### config.mk
export PLATFORM = sky130hd
export DESIGN_NAME = fetch_stage
export DESIGN_NICKNAME = d
export VERILOG_FILES = /design/src/rtl/fetch_stage.sv
export SDC_FILE = /design/constraint.sdc
export NUM_CORES = 1
export LEC_CHECK = 0
export BUFFER_PORTS_ARGS = -buffer_cell sky130_fd_sc_hd__buf_2
export CAP_MARGIN = 20
export CORE_UTILIZATION = 40
export CTS_CLUSTER_SIZE = 20
export DETAILED_ROUTE_END_ITERATION = 10
export GPL_TIMING_DRIVEN = 0
export SYNTH_ARGS = -nofsm -noshare
export SYNTH_HDL_FRONTEND = slang
export SYNTH_SLANG_ARGS = --single-unit
### constraint.sdc
create_clock -name clock -period 4.1 [get_ports clock]
set_clock_uncertainty 0.2 [all_clocks]
set_input_delay 0.41 -clock clock [delete_from_list [all_inputs] [get_ports clock]]
set_output_delay 0.41 -clock clock [all_outputs]
set_load 0.005 [all_outputs]
### src/rtl/fetch_stage.sv
// Instruction fetch stage: word-aligned imem requests, small word FIFO, and an
// RV32C realigner feeding registered pc/instr/fault fields to decode.
module fetch_stage #(
  parameter logic [31:0] RESET_PC = 32'h0,
  parameter int          DEPTH    = 4
) (
  input  logic        clock,
  input  logic        reset,
  output logic        imem_valid,
  output logic [31:0] imem_addr,
  output logic        imem_instr,
  input  logic        imem_ready,
  input  logic [31:0] imem_rdata,
  input  logic        imem_error,
  input  logic        redirect,
  input  logic [31:0] redirect_addr,
  input  logic        stall,
  output logic        f_valid,
  output logic [31:0] f_pc,
  output logic [31:0] f_instr,
  output logic        f_exception,
  output logic [3:0]  f_ecause,
  output logic [31:0] f_etval
);

  // state | meaning
  // RUN   | fetching and aligning
  // HALT  | fault delivered; idle until redirect
  typedef enum logic {RUN, HALT} state_t;

  localparam int AW = $clog2(DEPTH);
  localparam int CW = AW + 1;

  state_t state, state_nxt;

  logic [31:0] faddr;
  logic [31:0] req_addr;
  logic        busy;
  logic        discard;
  logic        skip_pend;
  logic [31:0] pc;
  logic [15:0] res;
  logic        rv;

  logic [31:0] fifo_data [DEPTH];
  logic        fifo_err  [DEPTH];
  logic        fifo_skip [DEPTH];
  logic [AW-1:0] wptr, rptr;
  logic [CW-1:0] count;

  logic        accept, push, pop;
  logic        head_vld, head_err, head_skip;
  logic [31:0] head_data;
  logic        emit, fault;
  logic [31:0] emit_instr;
  logic [2:0]  pc_step;
  logic [15:0] res_nxt;
  logic        rv_nxt;

  assign imem_instr = 1'b1;
  // A held request stays up even after a redirect so its stale response can be drained.
  assign imem_valid = reset & (busy | ((state == RUN) & ~discard & (count < CW'(DEPTH))));
  assign imem_addr  = busy ? req_addr : faddr;
  assign accept     = imem_valid & imem_ready;
  assign push       = accept & ~discard & ~redirect & (state == RUN);

  assign head_vld  = (count != '0);
  assign head_data = fifo_data[rptr];
  assign head_err  = fifo_err[rptr];
  assign head_skip = fifo_skip[rptr];

  always_comb begin
    emit       = 1'b0;
    fault      = 1'b0;
    emit_instr = '0;
    pop        = 1'b0;
    pc_step    = 3'd0;
    res_nxt    = res;
    rv_nxt     = rv;
    if (state == RUN && !stall) begin
      if (!rv) begin
        if (head_vld) begin
          pop = 1'b1;
          if (head_err) begin
            emit  = 1'b1;
            fault = 1'b1;
          end else if (head_skip) begin
            res_nxt = head_data[31:16];
            rv_nxt  = 1'b1;
          end else if (head_data[1:0] != 2'b11) begin
            emit       = 1'b1;
            emit_instr = {16'h0, head_data[15:0]};
            res_nxt    = head_data[31:16];
            rv_nxt     = 1'b1;
            pc_step    = 3'd2;
          end else begin
            emit       = 1'b1;
            emit_instr = head_data;
            pc_step    = 3'd4;
          end
        end
      end else if (res[1:0] != 2'b11) begin
        emit       = 1'b1;
        emit_instr = {16'h0, res};
        rv_nxt     = 1'b0;
        pc_step    = 3'd2;
      end else if (head_vld) begin
        // Straddling 32-bit instruction: low half is the residual.
        pop = 1'b1;
        if (head_err) begin
          emit  = 1'b1;
          fault = 1'b1;
        end else begin
          emit       = 1'b1;
          emit_instr = {head_data[15:0], res};
          res_nxt    = head_data[31:16];
          pc_step    = 3'd4;
        end
      end
    end
  end

  always_comb begin
    state_nxt = state;
    if (redirect) state_nxt = RUN;
    else if (fault) state_nxt = HALT;
  end

  always_ff @(posedge clock) begin
    if (!reset) state <= RUN;
    else        state <= state_nxt;
  end

  always_ff @(posedge clock) begin
    if (push) begin
      fifo_data[wptr] <= imem_rdata;
      fifo_err[wptr]  <= imem_error;
      fifo_skip[wptr] <= skip_pend;
    end
  end

  always_ff @(posedge clock) begin
    if (!reset) begin
      faddr       <= RESET_PC & ~32'h3;
      req_addr    <= '0;
      busy        <= 1'b0;
      discard     <= 1'b0;
      skip_pend   <= 1'b0;
      pc          <= RESET_PC;
      res         <= '0;
      rv          <= 1'b0;
      wptr        <= '0;
      rptr        <= '0;
      count       <= '0;
      f_valid     <= 1'b0;
      f_pc        <= '0;
      f_instr     <= '0;
      f_exception <= 1'b0;
      f_ecause    <= '0;
      f_etval     <= '0;
    end else begin
      busy     <= imem_valid & ~imem_ready;
      req_addr <= imem_addr;
      if (redirect) begin
        faddr       <= redirect_addr & ~32'h3;
        discard     <= imem_valid & ~imem_ready;
        skip_pend   <= redirect_addr[1];
        pc          <= redirect_addr & ~32'h1;
        rv          <= 1'b0;
        wptr        <= '0;
        rptr        <= '0;
        count       <= '0;
        f_valid     <= 1'b0;
        f_pc        <= '0;
        f_instr     <= '0;
        f_exception <= 1'b0;
        f_ecause    <= '0;
        f_etval     <= '0;
      end else begin
        if (accept && discard) discard <= 1'b0;
        if (push) begin
          wptr      <= wptr + AW'(1);
          faddr     <= faddr + 32'd4;
          skip_pend <= 1'b0;
        end
        if (pop) rptr <= rptr + AW'(1);
        count <= count + CW'(push) - CW'(pop);
        res   <= res_nxt;
        rv    <= rv_nxt;
        pc    <= pc + {29'd0, pc_step};
        if (!stall) begin
          f_valid     <= emit;
          f_pc        <= emit ? pc : 32'h0;
          f_instr     <= emit_instr;
          f_exception <= fault;
          f_ecause    <= fault ? 4'd1 : 4'd0;
          f_etval     <= fault ? pc : 32'h0;
        end
      end
    end
  end

endmodule

==> Word level (Yosys, flattened, before mapping) <==
Memory sizes are Yosys's and may differ from the RTL's. A register that Yosys moved wholly into a read port is not among the register bits.
Cells that the tools add are included.
{ "word_totals": {"ff_bits": 226, "mem_bits_rw": 136, "inputBits": 70, "out_inout_bits": 136, "wordCells": 126, "memories": 3} }
{ "memory_table": {"columns": ["name", "words", "word_bits", "read_ports", "rd_ports_with_merged_regs", "write_ports", "line_no", "source"], "rows": [
  ["fifo_data", 4, 32, 1, 1, 1, "45", "logic [31:0] fifo_data [DEPTH];"],
  ["fifo_err", 4, 1, 1, 1, 1, "46", "logic fifo_err [DEPTH];"],
  ["fifo_skip", 4, 1, 1, 1, 1, "47", "logic fifo_skip [DEPTH];"]
]} }
{ "classes": {"add_sub_neg": 6, "n_lt_le_gt_ge": 1, "n_eq_ne": 5, "muxes": 66, "n_bitwise": 14, "reduce_logical": 11} }
{ "ops": {"columns": ["op", "n"], "rows": [
  ["two-way mux 32 bit", 15],
  ["two-way mux 16 bit", 8],
  ["adder 32 x 3 -> 32 bit", 1],
  ["adder 32 x 3 -> 32 bit, second input constant", 1],
  ["two-way mux 1 bit", 28],
  ["two-way mux 3 bit", 9],
  ["two-way mux 2 bit", 6],
  ["AND 1 bit", 8],
  ["!= test 2 bit, second input constant", 4],
  ["AND reduction 8 bit", 1],
  ["nonzero test 2 bit", 4],
  ["nonzero test 3 bit", 2],
  ["inverter 1 bit", 5],
  ["adder 2 x 1 -> 2 bit, second input constant", 2],
  ["adder 3 x 1 -> 3 bit", 1],
  ["less-than comparator 3 bit, second input constant", 1],
  ["subtractor 3 x 1 -> 3 bit", 1],
  ["logical AND 1 bit", 2],
  ["!= test 2 x 1 -> 1 bit, second input constant", 1],
  ["OR reduction 2 bit", 1],
  ["logical NOT 1 bit", 1],
  ["bitwise OR 1 bit", 1]
]} }

==> Longest topological paths before layout <==
Gate-level depths: netlist (run 1).
{ "logic_depth": {"word_depth": 11, "mapped_depth": 13, "ltp_nobuf": 11} }

==> Worst setup path before layout (run 1) <==
No wires, ideal clock.
{ "synth_path": {"kind": "flip-flop to flip-flop", "startpoint": "register with a tool-made name", "endpoint": "register pc[23]", "arrival_time_ps": 2776, "required_ps": 3830, "path_slack_ps": 1054, "path_stages_with_launch": 14, "n_path_buf": 2, "period_less_slack_ps": 3046, "path_cell_list": "dfxtp_1 buf_6 mux4_2 nor2_1 nand3_1 a21oi_1 ha_1 fa_1 nand4_1 nor2_1 clkbuf_1 nand4_1 xor2_1 a21oi_1"} }
{ "synth_lines": {"columns": ["item", "line_no", "source"], "rows": [
  ["end signal, assigned", "168", "pc <= redirect_addr & ~32'h1;"],
  ["end signal, assigned", "190", "pc <= pc + {29'd0, pc_step};"],
  ["end, declared", "41", "logic [31:0] pc;"]
]} }

==> impl_metrics.ini, run 1 <==
[synthesis]
synth-warning-count = 0
synthDominantAreaCellType = sky130_fd_sc_hd__dfxtp_1
synth_top_family_by_area = simple AND/OR/NAND/NOR gates
ys_ff_latch = 355
ys_top_cells_by_count = 219 x sky130_fd_sc_hd__dfxtp_1, 136 x sky130_fd_sc_hd__edfxtp_1, 91 x sky130_fd_sc_hd__nor2_1
synthCells = 1164
synth_top_area_share_pct = 31.5
share_of_synthesized_cell_area_in_and_or_nand_and_nor_gates_pct = 12.5
most_frequent_cell_after_synthesis = sky130_fd_sc_hd__dfxtp_1
post_synthesis_compound_gate_area_fraction_pct = 10.9
synth_xor_xnor_area_share_pct = 3.78
ys.flop_type = sky130_fd_sc_hd__dfxtp_1
netlist_area_mm2 = 0.0139
netlist-cell-type-count = 50
synth_edf_count = 136
avgSynthCellArea_um2 = 12.0
synthMuxAreaShare_pct = 7.77
yosys.area_share.adder_pct = 1.10
seq_area_frac_synth_pct = 60.8
synth_area_leaders = sky130_fd_sc_hd__dfxtp_1 31%, sky130_fd_sc_hd__edfxtp_1 29%, sky130_fd_sc_hd__mux4_2 5.5%
share_of_synthesized_flip_flops_with_an_asynchronous_set_or_reset_pct = 0

[job]
max_cap_violations = 0

[hold_path]
hold_start = redirect_addr[1]
worst_hold_path.num_cells = 3
hold_path_class = input port to register
timing.hold.worst_endpoint = skip_pend

[status]
outcome = completed

[clocking]
postCtsSetupBuffers = 0
cts-buffers-inserted = 40
cts_max_level = 2
clk_pin_slew_worst_paths_ns = 0.06
cts_tree = done
clock_path_buffers = 3
cts-root-buf = sky130_fd_sc_hd__clkbuf_16
worstSkewPairLatency_ns = 0.54
cts.sinks = 355

[sta]
slew_violations = 0
timing.final.ws_setup_ns = 0.424
setup_total_negative_slack_ns = 0
fmax_ghz = 0.272
slew_headroom_pct = 40.9
timing.final.hold_violations = 0
layout_min_cycle_time_ns = 3.68
setup_repair_after_global_routing_missed_its_margin = no
setup-violations-final = 0
fin_crit_sh_pct = 89.6
fin_hold_ws_ns = 0.0432
worst-slew-pin-transition_ns = 0.886

[cells_and_area]
area_delta_synth_final_pct = 23.9
antenna_cells = 0
n_fill_cell = 2989
postLayoutCellArea_mm2 = 0.0172
finalNetCount = 1528
fraction_of_layout_instances_using_a_drive_strength_above_1_pct = 24.5

[detailed_routing]
avgRoutedWirePerCell_um = 19.9
initial_drc_count = 777
drcViolationCount = 0
dr_wl_met3_um = 2760
final_wirelength_um = 38300
vias_per_cell = 5.37
met2_length_um = 18300
top_layer = met4
drt_pre_antenna_iters = 8
detailroute.via_count = 10300
antenna_violating_nets_left = 0
wl_met1_um = 16100

[placement]
place_congestion = 0.850
post_dp_cell_area_mm2 = 0.0156
hpwl_after_detailed_placement_um = 27400
port_buffers = 197
post-place-ws_ns = 0.278

[power]
p_leak_nw = 6.51
total_power_consumption_mw = 7.86
ir_drop_uv = 389
power_per_cell_area_mw_per_mm2 = 456

[global_routing]
grt_antenna_before_repair = 0
number_of_global_route_vias_before_repair = 9941
track_usage_pct = 21.3
grt_start_max_net_pins = 29
global_route.overflow_total = 0
grt_pass1_wl_um = 58200

[die]
die_area_mm2 = 0.0355
top_level_pins = 206
fp.dieH_um = 189
placement_rows = 67
floorplan.initialDensity_pct = 41.1
chipWidth_um = 189
fp.coreArea_mm2 = 0.0339

[critical_path]
reg2reg_setup_slack_ns = 0.42
path_max_fanout = 10
critical_path_arrival_ns = 3.93
end_kind = register
r2r_path_end = pc[23]
required_time_of_the_worst_setup_path_ns = 4.36
reg2regPathDepth = 13
critPathLaunchType = register
crit_type = register to register
-- critical path: stages, from the launching register on --
cell and delay (ns):
sky130_fd_sc_hd__dfxtp_1 0.31, sky130_fd_sc_hd__clkbuf_1 0.44, sky130_fd_sc_hd__mux4_2 0.53, sky130_fd_sc_hd__nor2_1 0.20, sky130_fd_sc_hd__nand3_1 0.10, sky130_fd_sc_hd__a21oi_1 0.20
sky130_fd_sc_hd__ha_1 0.21, sky130_fd_sc_hd__fa_1 0.27, sky130_fd_sc_hd__nand4_1 0.17, sky130_fd_sc_hd__nor2_1 0.23, sky130_fd_sc_hd__clkbuf_2 0.30, sky130_fd_sc_hd__nand4_1 0.15
sky130_fd_sc_hd__xor2_1 0.17, sky130_fd_sc_hd__a21oi_1 0.14
-- metrics by stage --
stage | std cells | util, %
3_3_place_gp | 1813 | 45.7
6_report | 1923 | 50.9
3_5_place_dp | 1817 | 46.0
2_1_floorplan | 1168 | -
5_1_grt | 1923 | 50.9
4_1_cts | 1923 | 50.9
-- report_power, final --
part | internal, mW | switching, mW | leakage, nW
logic | 0.193 | 0.266 | 2.86
clock network | 2.20 | 1.39 | 0.632
registers | 3.74 | 0.0762 | 3.01
-- worst max-delay path by stage --
stage / startpoint / to / slack, ns / depth (start not counted)
finish: register / pc[23] / 0.42 / 13
global route: register / pc[29] / 0.14 / 13
CTS: register / pc[23] / 0.23 / 13
detailed placement: register / pc[27] / 0.28 / 13
global placement: register / pc[23] / 0.29 / 13
floorplan: register / pc[23] / 1.05 / 13
-- cell type report --
class	instances	area, um2	share of cell area [%]
repair buffers	237	1430	8.27
plain buffers	85	384	2.23
multi-input cells	715	5040	29.2
inverters	13	48.8	0.283
clock buffers	60	1160	6.71
clock inverters	10	160	0.929
flip-flops and latches	355	8470	49.1
well taps	448	561	3.25
-- cells in the final DEF (no fill, tap or decap), drive strengths merged, types with 28 or more instances in the layout --
cell         netlist  routed
a21oi             75      75
a22oi             78      78
and2              38      38
buf               29     230
clkbuf            56     116
dfxtp            219     219
dlygate4sd3        0      36
edfxtp           136     136
mux2              28      28
mux4              34      34
nand2             81      81
nand3             39      39
nor2              91      91
o21ai             51      51
xor2              43      43
-- state kept, by name, indices dropped and copies added (netlist names), 2 cells and up, named ones only --
register   count
count          3
fifo_err       4
fifo_skip      4
wptr           2
f_etval       31
rptr           2
res           16
faddr         30
req_addr      32
f_instr       32
f_pc          31
fifo_data    128
pc            31
-- timing repair --
action / 4_1_cts / 5_1_grt
setup endpoints to repair: 0 / 8
hold buffers: 36 / 0
hold endpoints to repair: 136 / 0
resized for setup: 0 / 2
-- kinds of logic (layout without fill, tap and decap cells) --
kind of cell | Yosys count | count (layout)
compound gates | 235 | 235
other cells | 2 | 6
mux | 62 | 62
simple gates | 341 | 341
buf+inv | 98 | 405
fa+ha+maj | 11 | 11
xor+xnor | 60 | 60
flops | 355 | 355
-- routing by layer --
metal / global-route usage, % / vias up
li1: - / 4844
met4: 7.57 / 0
met3: 4.32 / 62
met1: 27.4 / 5038
met5: 0 / -
met2: 35.6 / 376
No activity file was read; power rests on OpenSTA's default activity.
==> inputs of run 2 (changes only) <==
--- a/config.mk
+++ b/config.mk
@@ -5,6 +5,7 @@
 export SDC_FILE = /design/constraint.sdc
 export NUM_CORES = 1
 export LEC_CHECK = 0
+export ABC_AREA = 1
 export BUFFER_PORTS_ARGS = -buffer_cell sky130_fd_sc_hd__buf_2
 export CAP_MARGIN = 20
 export CORE_UTILIZATION = 40
==> run 2 against run 1 <==
Against the previous run:
- hold slack lost 0.0060 ns
- worst setup slack gained 0.014 ns
- synthesized cell count grew 69%
- power grew 0.31%
- critical path depth grew 3
- first-iteration DRC count grew 44%
- core utilization shrank 0.83 points
- routed wire length grew 28%
- register-to-register slack is essentially flat
- largest power group unchanged
- critical path type unchanged
==> impl_metrics.ini, run 2 <==
[cells_and_area]
layout.core_utilization_pct = 50.1
fraction_of_layout_instances_using_a_drive_strength_above_1_pct = 15.5
largest_register_ffs = 128
layout.cells.most_common = sky130_fd_sc_hd__nand2_1
postLayoutCellArea_mm2 = 0.0195
finish.cell_count_without_fillers = 2808
largest_register_by_flop_count = fifo_data
n_fill_cell = 3873
area_delta_synth_final_pct = 22.8
finalNetCount = 2342
layout_top_registers = fifo_data: 128 flops, f_instr: 32 flops, req_addr: 32 flops
layout.cells.most_common_list = 620 x sky130_fd_sc_hd__nand2_1, 223 x sky130_fd_sc_hd__buf_2, 219 x sky130_fd_sc_hd__dfxtp_1, 175 x sky130_fd_sc_hd__nor2_1, 164 x sky130_fd_sc_hd__a21oi_1

[die]
chipWidth_um = 201
die_area_mm2 = 0.0405
fp.dieH_um = 201
top_level_pins = 206
floorplan.initialDensity_pct = 40.8
fp.coreArea_mm2 = 0.0389
placement_rows = 72

[global_routing]
grt_start_max_net_pins = 29
grt_antenna_before_repair = 2
global_route.overflow_total = 0
grt_pass1_wl_um = 75900
number_of_global_route_vias_before_repair = 13400
track_usage_pct = 24.0

[hold_path]
hold_start = redirect_addr[31]
hold_path_class = input port to register
timing.hold.worst_endpoint = pc[31]
worst_hold_path.num_cells = 3

[power]
ir_drop_uv = 251
power_per_cell_area_mw_per_mm2 = 405
p_leak_nw = 7.80

[detailed_routing]
antenna_violating_nets_left = 0
final_wirelength_um = 48900
drcViolationCount = 0
avgRoutedWirePerCell_um = 17.4
vias_per_cell = 5.06
drt_pre_antenna_iters = 7
detailroute.via_count = 14200
initial_drc_count = 1120

[synthesis]
ys.flop_type = sky130_fd_sc_hd__dfxtp_1
most_frequent_cell_after_synthesis = sky130_fd_sc_hd__nand2_1
synth_area_leaders = sky130_fd_sc_hd__dfxtp_1 28%, sky130_fd_sc_hd__edfxtp_1 26%, sky130_fd_sc_hd__nand2_1 15%
synth_top_area_share_pct = 27.6
synth_edf_count = 136
share_of_synthesized_flip_flops_with_an_asynchronous_set_or_reset_pct = 0
ys_ff_latch = 355
ys_top_cells_by_count = 620 x sky130_fd_sc_hd__nand2_1, 219 x sky130_fd_sc_hd__dfxtp_1, 179 x sky130_fd_sc_hd__nor2_1
synthDominantAreaCellType = sky130_fd_sc_hd__dfxtp_1
synthCells = 1962
netlist-cell-type-count = 42
synth-warning-count = 0
seq_area_frac_synth_pct = 53.4
netlist_area_mm2 = 0.0159
avgSynthCellArea_um2 = 8.09

[clocking]
cts.sinks = 355
cts-buffers-inserted = 39
postCtsSetupBuffers = 0
clk_pin_slew_worst_paths_ns = 0.06
worstSkewPairLatency_ns = 0.57
cts_tree = done
cts_max_level = 2
clock_path_buffers = 3
cts-root-buf = sky130_fd_sc_hd__clkbuf_16

[critical_path]
r2r_path_end = pc[23]
reg2regPathDepth = 16
critical_path_arrival_ns = 3.95
end_kind = register
setup.worst_path.start = rv
path_max_fanout = 10
rr_startpoint = rv
required_time_of_the_worst_setup_path_ns = 4.39
critPathLaunchType = register
crit_type = register to register
reg2reg_setup_slack_ns = 0.44

[placement]
place_congestion = 0.930
port_buffers = 196
placed_cells = 2684
hpwl_after_detailed_placement_um = 36400
post-place-ws_ns = 0.444
post_dp_cell_area_mm2 = 0.0176

[sta]
setup-violations-final = 0
timing.final.hold_violations = 0
slew_headroom_pct = 31.8
slew_violations = 0
fin_crit_sh_pct = 89.3
setup_repair_after_global_routing_missed_its_margin = no
layout_min_cycle_time_ns = 3.66
fmax_ghz = 0.273
timing.final.ws_setup_ns = 0.439
worst-slew-pin-transition_ns = 1.02

[job]
max_cap_violations = 0

[status]
outcome = completed
-- run 2: cell count changes in the layout (fill, tap and decap cells not counted), moves of 28 or more --
cell and change:
sky130_fd_sc_hd__inv_1 +104, sky130_fd_sc_hd__nand4_1 +35, sky130_fd_sc_hd__mux2_2 -28, sky130_fd_sc_hd__nand3_1 +70, sky130_fd_sc_hd__o21ai_0 +39, sky130_fd_sc_hd__a22oi_1 -78
sky130_fd_sc_hd__nand2_1 +539, sky130_fd_sc_hd__a21oi_1 +89, sky130_fd_sc_hd__xor2_1 -30, sky130_fd_sc_hd__nor2_1 +84, sky130_fd_sc_hd__mux4_2 -34
-- run 2: area by class of cell --
cell class,instances,area [um2],area share [%]
Antenna cell,1,2.50,0.0128
Buffer,103,492,2.52
Clock buffer,53,1140,5.85
Clock inverter,16,165,0.847
Inverter,124,465,2.39
Multi-Input combinational cell,1384,6490,33.3
Sequential cell,355,8470,43.4
Tap cell,518,648,3.32
Timing Repair Buffer,254,1620,8.33
-- run 2: report_power, final --
| group | internal [mW] | switching [mW] |
|---|---|---|
| Clock | 2.08 | 1.45 |
| Combinational | 0.189 | 0.357 |
| Sequential | 3.73 | 0.0774 |
-- run 2: per-layer routing --
layer	track usage (%)	share of wire [%]	routed length [um]
met5	0	0.016	8
met4	7.66	2.3	1150
met3	3.58	6.2	3020
met2	36.9	43	21100
met1	34.6	48	23600
-- run 2: worst max path at each step --
| stage | end | depth (start not counted) |
|---|---|---|
| after global placement | fifo_data[2][27] | 7 |
| after CTS | pc[23] | 16 |
| after detailed placement | pc[23] | 16 |
| after floorplan | fifo_data[0][0] | 7 |
| after global routing | pc[23] | 16 |
| final | pc[23] | 16 |
-- run 2: cells by family after synthesis --
| kind of cell | synth area share [%] |
|---|---|
| simple gates | 28.9 |
| flops | 53.4 |
| compound gates | 9.58 |
| buf+inv | 6.03 |
| xor+xnor | 1.10 |
| fa+ha+maj | 0.962 |
| other cells | 0.0473 |
-- run 2: repair_timing --
item / CTS / global route
hold endpoints to repair: 161 / 0
endpoints found under the setup margin: 0 / 0
hold buffers: 54 / 0
resized for setup: 0 / 0
-- run 2: metrics by stage --
step	power [mW]	hold slack, ns	setup TNS (ns)
detailed placement	4.38	0.241	0
CTS	7.96	0.000135	0
global route	8.17	0.0176	0
global placement	4.37	0.246	-101.90
finish	7.89	0.0372	0
floorplan	4.15	0.226	0
-- run 2: worst max-delay path: stages (launching register included) --
cell                       delay (ns)
sky130_fd_sc_hd__dfxtp_1         0.45
sky130_fd_sc_hd__clkbuf_1        0.39
sky130_fd_sc_hd__buf_1           0.46
sky130_fd_sc_hd__a21oi_1         0.09
sky130_fd_sc_hd__nor3_1          0.22
sky130_fd_sc_hd__ha_1            0.23
sky130_fd_sc_hd__fa_1            0.19
sky130_fd_sc_hd__nand2_1         0.08
sky130_fd_sc_hd__nor2_2          0.21
sky130_fd_sc_hd__nand2_1         0.16
sky130_fd_sc_hd__nor2_1          0.25
sky130_fd_sc_hd__nand2_1         0.15
sky130_fd_sc_hd__inv_2           0.11
sky130_fd_sc_hd__nand2_1         0.08
sky130_fd_sc_hd__o21ai_1         0.14
sky130_fd_sc_hd__nand3_1         0.09
sky130_fd_sc_hd__o21ai_1         0.09
